[src/rtl/csa_acc_pkg.sv]
// Shared types and sizing helpers for the carry-save accumulator.
// Default widths match the Montgomery multiplier top.
package csa_acc_pkg;
  localparam int DEF_WIDTH = 256;
  localparam int DEF_GUARD = 8;
  localparam int DEF_CHUNK = 64;

  typedef enum logic [1:0] {
    ST_ACC     = 2'd0,
    ST_RESOLVE = 2'd1,
    ST_OUT     = 2'd2
  } state_e;

  function automatic int calc_nch(input int aw, input int chunk);
    return (aw + chunk - 1) / chunk;
  endfunction
endpackage

[src/rtl/csa_row_3to2.sv]
// One row of full adders: compresses three N-bit vectors into sum and carry.
// cout is pre-shifted so it lines up with s; cout[0] is always 0.
module csa_row_3to2
  import csa_acc_pkg::*;
#(
  parameter int N = 8
) (
  input  logic [N-1:0] a,
  input  logic [N-1:0] b,
  input  logic [N-1:0] cin,
  output logic [N-1:0] s,
  output logic [N:0]   cout
);
  assign s    = a ^ b ^ cin;
  assign cout = {(a & b) | (a & cin) | (b & cin), 1'b0};
endmodule

[src/rtl/csa_accumulator.sv]
// Multi-operand add/subtract accumulator kept in carry-save form, resolved to
// binary by a CHUNK-bit-per-cycle carry-propagate adder, then handed out.
module csa_accumulator
  import csa_acc_pkg::*;
#(
  parameter int WIDTH = DEF_WIDTH,
  parameter int GUARD = DEF_GUARD,
  parameter int CHUNK = DEF_CHUNK
) (
  input  logic                   clk,
  input  logic                   rst,
  input  logic                   in_valid,
  output logic                   in_ready,
  input  logic [WIDTH-1:0]       in_data,
  input  logic                   in_neg,
  input  logic                   in_last,
  output logic                   out_valid,
  input  logic                   out_ready,
  output logic [WIDTH+GUARD-1:0] out_data
);
  localparam int AW  = WIDTH + GUARD;
  localparam int NCH = calc_nch(AW, CHUNK);
  localparam int PW  = NCH * CHUNK;
  localparam int IW  = (NCH > 1) ? $clog2(NCH) : 1;

  state_e          state_q, state_d;
  logic [AW-1:0]   s_q, s_d, c_q, c_d, out_q, out_d;
  logic [PW-1:0]   res_q, res_d;
  logic [IW-1:0]   idx_q, idx_d;
  logic            cy_q, cy_d;

  logic [AW-1:0]   x, row_s;
  logic [AW:0]     row_c;
  logic [PW-1:0]   s_pad, c_pad;
  logic [CHUNK:0]  chunk_sum;
  logic            unused_row;

  // Subtraction adds ~x here; the matching +1 goes into the free carry LSB.
  assign x = in_neg ? ~AW'(in_data) : AW'(in_data);

  csa_row_3to2 #(.N(AW)) u_row (
    .a    (s_q),
    .b    (c_q),
    .cin  (x),
    .s    (row_s),
    .cout (row_c)
  );
  assign unused_row = row_c[AW] ^ row_c[0];

  assign s_pad     = PW'(s_q);
  assign c_pad     = PW'(c_q);
  assign chunk_sum = {1'b0, s_pad[int'(idx_q)*CHUNK +: CHUNK]}
                   + {1'b0, c_pad[int'(idx_q)*CHUNK +: CHUNK]}
                   + (CHUNK+1)'(cy_q);

  assign in_ready  = (state_q == ST_ACC);
  assign out_valid = (state_q == ST_OUT);
  assign out_data  = out_q;

  always_comb begin
    state_d = state_q;
    s_d     = s_q;
    c_d     = c_q;
    res_d   = res_q;
    idx_d   = idx_q;
    cy_d    = cy_q;
    out_d   = out_q;
    case (state_q)
      ST_ACC: begin
        if (in_valid) begin
          s_d = row_s;
          c_d = {row_c[AW-1:1], in_neg};
          if (in_last) begin
            state_d = ST_RESOLVE;
            idx_d   = '0;
            cy_d    = 1'b0;
          end
        end
      end
      ST_RESOLVE: begin
        res_d[int'(idx_q)*CHUNK +: CHUNK] = chunk_sum[CHUNK-1:0];
        cy_d = chunk_sum[CHUNK];
        if (idx_q == IW'(NCH-1)) begin
          out_d   = res_d[AW-1:0];
          idx_d   = '0;
          state_d = ST_OUT;
        end else begin
          idx_d = idx_q + 1'b1;
        end
      end
      ST_OUT: begin
        if (out_ready) begin
          s_d     = '0;
          c_d     = '0;
          state_d = ST_ACC;
        end
      end
      default: state_d = ST_ACC;
    endcase
  end

  always_ff @(posedge clk or posedge rst) begin
    if (rst) begin
      state_q <= ST_ACC;
      s_q     <= '0;
      c_q     <= '0;
      res_q   <= '0;
      idx_q   <= '0;
      cy_q    <= 1'b0;
      out_q   <= '0;
    end else begin
      state_q <= state_d;
      s_q     <= s_d;
      c_q     <= c_d;
      res_q   <= res_d;
      idx_q   <= idx_d;
      cy_q    <= cy_d;
      out_q   <= out_d;
    end
  end
endmodule

[config.mk]
export PLATFORM = sky130hd
export DESIGN_NAME = csa_accumulator
export DESIGN_NICKNAME = d
export VERILOG_FILES = /design/src/rtl/csa_acc_pkg.sv /design/src/rtl/csa_row_3to2.sv /design/src/rtl/csa_accumulator.sv
export SDC_FILE = /design/constraint.sdc
export NUM_CORES = 2
export LEC_CHECK = 0
export BUFFER_PORTS_ARGS = -buffer_cell sky130_fd_sc_hd__buf_4
export CAP_MARGIN = 20
export CORE_UTILIZATION = 60
export CTS_CLUSTER_SIZE = 40
export DETAILED_ROUTE_END_ITERATION = 8
export PLACE_DENSITY_LB_ADDON = 0.25
export SYNTH_ARGS = -nofsm -noshare
export SYNTH_HDL_FRONTEND = slang
export SYNTH_SLANG_ARGS = --single-unit
[constraint.sdc]
create_clock -name clk -period 68.7 [get_ports clk]
set_input_delay 13.74 -clock clk [delete_from_list [all_inputs] [get_ports clk]]
set_output_delay 13.74 -clock clk [all_outputs]
set_load 0.05 [all_outputs]
# Word-level counts from Yosys, hierarchy flattened

Cells that the tools add are included.

$add $sub $neg: 4
Eq/ne operators: 7
Shifts and indexed selects: 4
Multiplexer cells: 19
Bitwise operators: 8
Reduce and logical (&&, ||, !) cells: 7

Operators with widths:

| cell                                                                       | number |
|---|---|
| 264-bit two-way mux                                                        | 4 |
| 264-bit case mux with 2 select lines                                       | 2 |
| 263-bit AND                                                                | 3 |
| 320-bit by 10-bit variable part select with 64-bit output                  | 2 |
| 264-bit XOR                                                                | 2 |
| 263-bit OR                                                                 | 2 |
| 320-bit bitwise mux                                                        | 1 |
| 64-bit by 33-bit variable shift with 320-bit output (first input constant) | 1 |
| 64-bit by 33-bit variable part select with 320-bit output                  | 1 |
| 256-bit NOT with 264-bit output                                            | 1 |
| 64-bit by 64-bit adder with 65-bit output                                  | 1 |
| 65-bit by 1-bit adder with 65-bit output                                   | 1 |
| 9-bit negator with 33-bit output                                           | 1 |
| 3-bit two-way mux                                                          | 3 |
| 2-bit two-way mux                                                          | 4 |
| 2-bit case mux with 3 select lines                                         | 1 |
| 3-bit case mux with 2 select lines                                         | 1 |
| 3-bit AND reduction                                                        | 2 |
| 2-bit by 1-bit inequality test with 1-bit output (second input constant)   | 2 |
| 2-bit inequality test (second input constant)                              | 2 |
| 4-bit AND reduction                                                        | 1 |
| 2-bit nonzero test                                                         | 2 |
| 3-bit by 1-bit adder with 3-bit output (second input constant)             | 1 |
| 3-bit equality test (second input constant)                                | 1 |
| other kinds (6)                                                            | 7 |

Bits in registers: 1118
Input bits: 262
Output and inout port bits: 266

# Longest topological paths before layout

Word-level depth: 7
Mapped depth: 18

# Modules after synthesis

A second synthesis with hierarchy kept.

Cell total of the unflattened synthesis: 4876
Area total of the unflattened synthesis: 55334.3 µm²

By module, submodules not included:

| module          | instances | cells an instance | area an instance (µm²) | sequential area each (µm²) |
|---|---|---|---|---|
| csa_accumulator | 1         | 4610              | 50038.0                | 26575.5 |
| csa_row_3to2    | 1         | 266               | 5296.3                 | 0.0 |

# Worst setup path after synthesis

OpenSTA, ideal clock, no wires.

Kind: input to register
Start point: input port in_neg
End point: register s_q[202]
Data arrival time: 15.489 ns
Required time: 68.569 ns
Path slack: 53.080 ns
Stages: 6
Buffers on the path: 3
Cell sequence: clkbuf_1 clkbuf_1 buf_1 xnor2_1 fa_1 o21ai_0

Longest elaborated chain between the ends: 4

RTL lines:

| what                                 | line                   | text |
|---|---|---|
| start: declaration                   | csa_accumulator.sv:15  | `input logic in_neg,` |
| 264-bit two-way mux                  | csa_accumulator.sv:39  | `assign x = in_neg ? ~AW'(in_data) : AW'(in_data);` |
| 264-bit XOR                          | csa_row_3to2.sv:14     | `assign s = a ^ b ^ cin;` |
| 264-bit two-way mux                  | csa_accumulator.sv:70  | `if (in_valid) begin` |
| 264-bit case mux with 2 select lines | csa_accumulator.sv:68  | `case (state_q)` |
| end signal: assignment               | csa_accumulator.sv:105 | `s_q <= '0;` |
| end signal: assignment               | csa_accumulator.sv:113 | `s_q <= s_d;` |
| end: declaration                     | csa_accumulator.sv:27  | `logic [AW-1:0] s_q, s_d, c_q, c_d, out_q, out_d;` |

Every way passes these cells. The select of a mux whose other input is x is not followed.
A chain may end at the register's enable or synchronous reset.

# Worst setup path after layout

Start point: input port in_valid
End point: register s_q[109]

Longest elaborated chain between the ends: 2

RTL lines:

| what                            | line                  | text |
|---|---|---|
| start: declaration              | csa_accumulator.sv:12 | `input logic in_valid,` |
| 2-bit inequality test (no line) | -                     |  |
| 3-bit AND reduction (no line)   | -                     |  |

Every way passes these cells.

==> impl_metrics.ini <==
[outcome]
run_status = finished, final reports clean

[grt]
track_usage_pct = 33.44
grt_remaining_overflow = 0
antenna_found_initial = 2
grt_pass1_wl_microns = 253400
grt_max_degree = 270
grt_pass1_vias = 43711

[placed_design]
port_buffers = 527
hpwlAfterDp_microns = 111200
gpl.final_weighted_congestion = 0.9146
dp.cells = 7489

[critical_path]
crit_chain = buf_4, mux2i_1, or2_4, buf_4, buf_4, buf_4, nand2_1, o21ai_0
crit_required_ns = 69.27
cp_common_cell = buf_4
crit_arrival_ns = 17.68
path_max_fanout = 105
crit_type = input pin to flip-flop
end_kind = flip-flop
slowest_delay_ns = 0.92
slowest_stage = buf_4
start_kind = input pin

[cts]
cts_max_path_buffers = 3
path_clk_slew_ns = 0.06
h-tree-depth = 3
cts_hold_buf = 0
post_cts_resized = 0
cts_num_sinks = 1062
cts_tree = yes
numCtsBuffers = 108
cts_setup_buffers = 0
cts-root-buf = clkbuf_16
insertion_delay_ns = 0.70

[sta]
whs_ns = 0.4733
period_minus_slack_ns = 17.12
fin_worst_skew_ns = 0.02003
worst_pin_slew_ns = 1.351
setup_violations = 0
final.period_utilization_pct = 24.92
finalSetupTns_ns = 0
finalMaxSlewViolations = 0
fmax_mhz = 58.42
hold_violations = 0
maxSlewHeadroom_pct = 9.926
rsz0062_at_grt = false

[route]
via_count = 44879
totalWireLength_microns = 160300
firstDrtPassIters = 8
drtIter0Drc = 4658
ant_nets = 0
drc = 0
wl_per_cell_microns = 20.84
routed_via_density = 5.835

[synth]
synth_nets = 6613
synth-seq-cells = 1062
synth_edf_count = 0
synth-main-ff-cell = dfrtp_1
seq_area_frac_synth_pct = 46.16
ys.warnings.count = 0
avgSynthCellArea_sq_um = 9.564
syn_inst = 6019
syn-cell-area_sq_um = 57570
ys_async_sr_fraction_pct = 100.0
netlist-cell-type-count = 76

[power]
power_leakage_nw = 29.92
irDropWorstVdd_mv = 0.03588
pwr_density_cell_nw_per_um2 = 56.78

[finish]
ff_latch_area_sq_um = 26580
fin_cells = 7691
fill_cells = 7208
multiInputGateArea_sq_um = 27540
nets = 6932
area.growth.synth_to_final_pct = 14.76
drive_gt1_share_pct = 15.04
postLayoutCoreUtil_pct = 69.54

[die]
num_rows = 113
die_width_microns = 311.8
chipHeight_microns = 311.8
dieArea_sq_um = 97190
io_pins = 528
design.core.area_sq_um = 95010
start_util_pct = 60.59

[hold_path]
hp-class = flip-flop to flip-flop

[run]
maxCapViolations = 0
[cell families after synthesis]
| family | synth area share (%) |
|---|---|
| flops | 46.16 |
| fa+ha+maj | 10.67 |
| buf+inv | 6.144 |
| simple gates | 12.21 |
| mux | 5.553 |
| compound gates | 14.20 |
| xor+xnor | 5.055 |
[routing by layer]
metal | global-route usage, % | wire (microns) | vias up
li1 | - | - | 20372
met1 | 48.52 | 66740 | 22312
met2 | 50.55 | 73780 | 1927
met3 | 6.915 | 14560 | 268
met4 | 11.29 | 5232 | 0
met5 | 0 | 0 | -
[final timing paths]
check | start | cells past startpoint | to | slack [ns]
worst max-delay path | in_valid | 8 | s_q[109]$_DFFE_PP0P_ | 51.58
worst min-delay path | res_q[258]$_DFFE_PP0P_ | 2 | res_q[258]$_DFFE_PP0P_ | 0.47
worst max register to register | idx_q[1]$_DFFE_PP0P_ | 15 | out_data[60]$_DFFE_PP0P_ | 62.31
worst min register to register | res_q[258]$_DFFE_PP0P_ | 2 | res_q[258]$_DFFE_PP0P_ | 0.47
max in group asynchronous | rst | 7 | c_q[34]$_DFFE_PP0P_ | 51.98
min in group asynchronous | rst | 2 | out_data[46]$_DFFE_PP0P_ | 13.17
[flip-flops by register name, indices dropped and copies added (netlist names)]
register  count
s_q         264
res_q       264
idx_q         3
c_q         264
state_q       2
cy_q          1
out_data    264
[cells in the final DEF (no fill, tap or decap), types with 6 or more instances in the layout]
cell type,instances
clkinv_2,26
mux4_2,112
nand4_1,20
nor2b_1,6
or3_1,6
a22o_1,14
o22ai_1,17
o21bai_1,15
nand3_1,35
xnor2_1,296
ha_1,67
a31oi_1,64
clkbuf_16,109
nand2_1,1108
xor2_1,27
a211oi_1,7
clkbuf_8,17
or4_1,9
nor2_1,271
o21a_1,9
nand2_4,6
o21ai_1,23
and2_1,117
o21ai_0,954
a21o_1,23
dfrtp_1,1060
clkbuf_1,22
mux2i_1,46
bufinv_16,13
inv_1,543
a21oi_1,319
fa_1,265
o31ai_1,6
and3_1,56
nor3_1,19
buf_4,591
nand2b_1,7
mux2_2,19
[cell usage after synthesis (all sizes together), types with 64 or more instances]
cell,count,area [sq um]
dfrtp,1062,26580
fa,265,5305
nor2,272,1021
ha,67,838.3
mux4,112,2522
and2,118,738.2
xnor2,299,2641
clkbuf,318,1194
nand2,1114,4182
a31oi,64,400.4
o21ai,980,4916
inv,546,2049
a21oi,326,1673
buf,74,294.0
[stage by stage]
stage	setup slack, ns	total power, W	cell area [sq um]
floorplan	25.07	0.002362	57570
global placement	50.53	0.003041	62270
CTS	51.28	0.003737	65970
global route	51.29	0.003997	66060
detailed placement	50.54	0.003111	62310
finish	51.58	0.003751	66070
[cell type report]
cell class	instances	area share [%]
antenna	1	0.003788
clock buffer	148	4.608
clock inverter	49	0.9299
inverter	546	3.113
multi-input combinational	4019	41.68
sequential	1062	40.24
tap	1265	2.396
timing repair buffer	601	7.032
[worst max-delay path: cells and delay by family]
| kind | cells | cell delay (ns) |
|---|---|---|
| AOI/OAI and AO/OA | 1 | 0.12 |
| buffers and inverters | 4 | 2.64 |
| muxes | 1 | 0.13 |
| and+or+nand+nor | 2 | 0.80 |
[power by group]
part	switching, W	internal, W	total [W]
logic	0.00140	0.000651	0.00205
registers	0.000201	0.000884	0.00108
clock network	0.000254	0.000359	0.000613
Note: power is estimated with default switching activity, not from simulation.
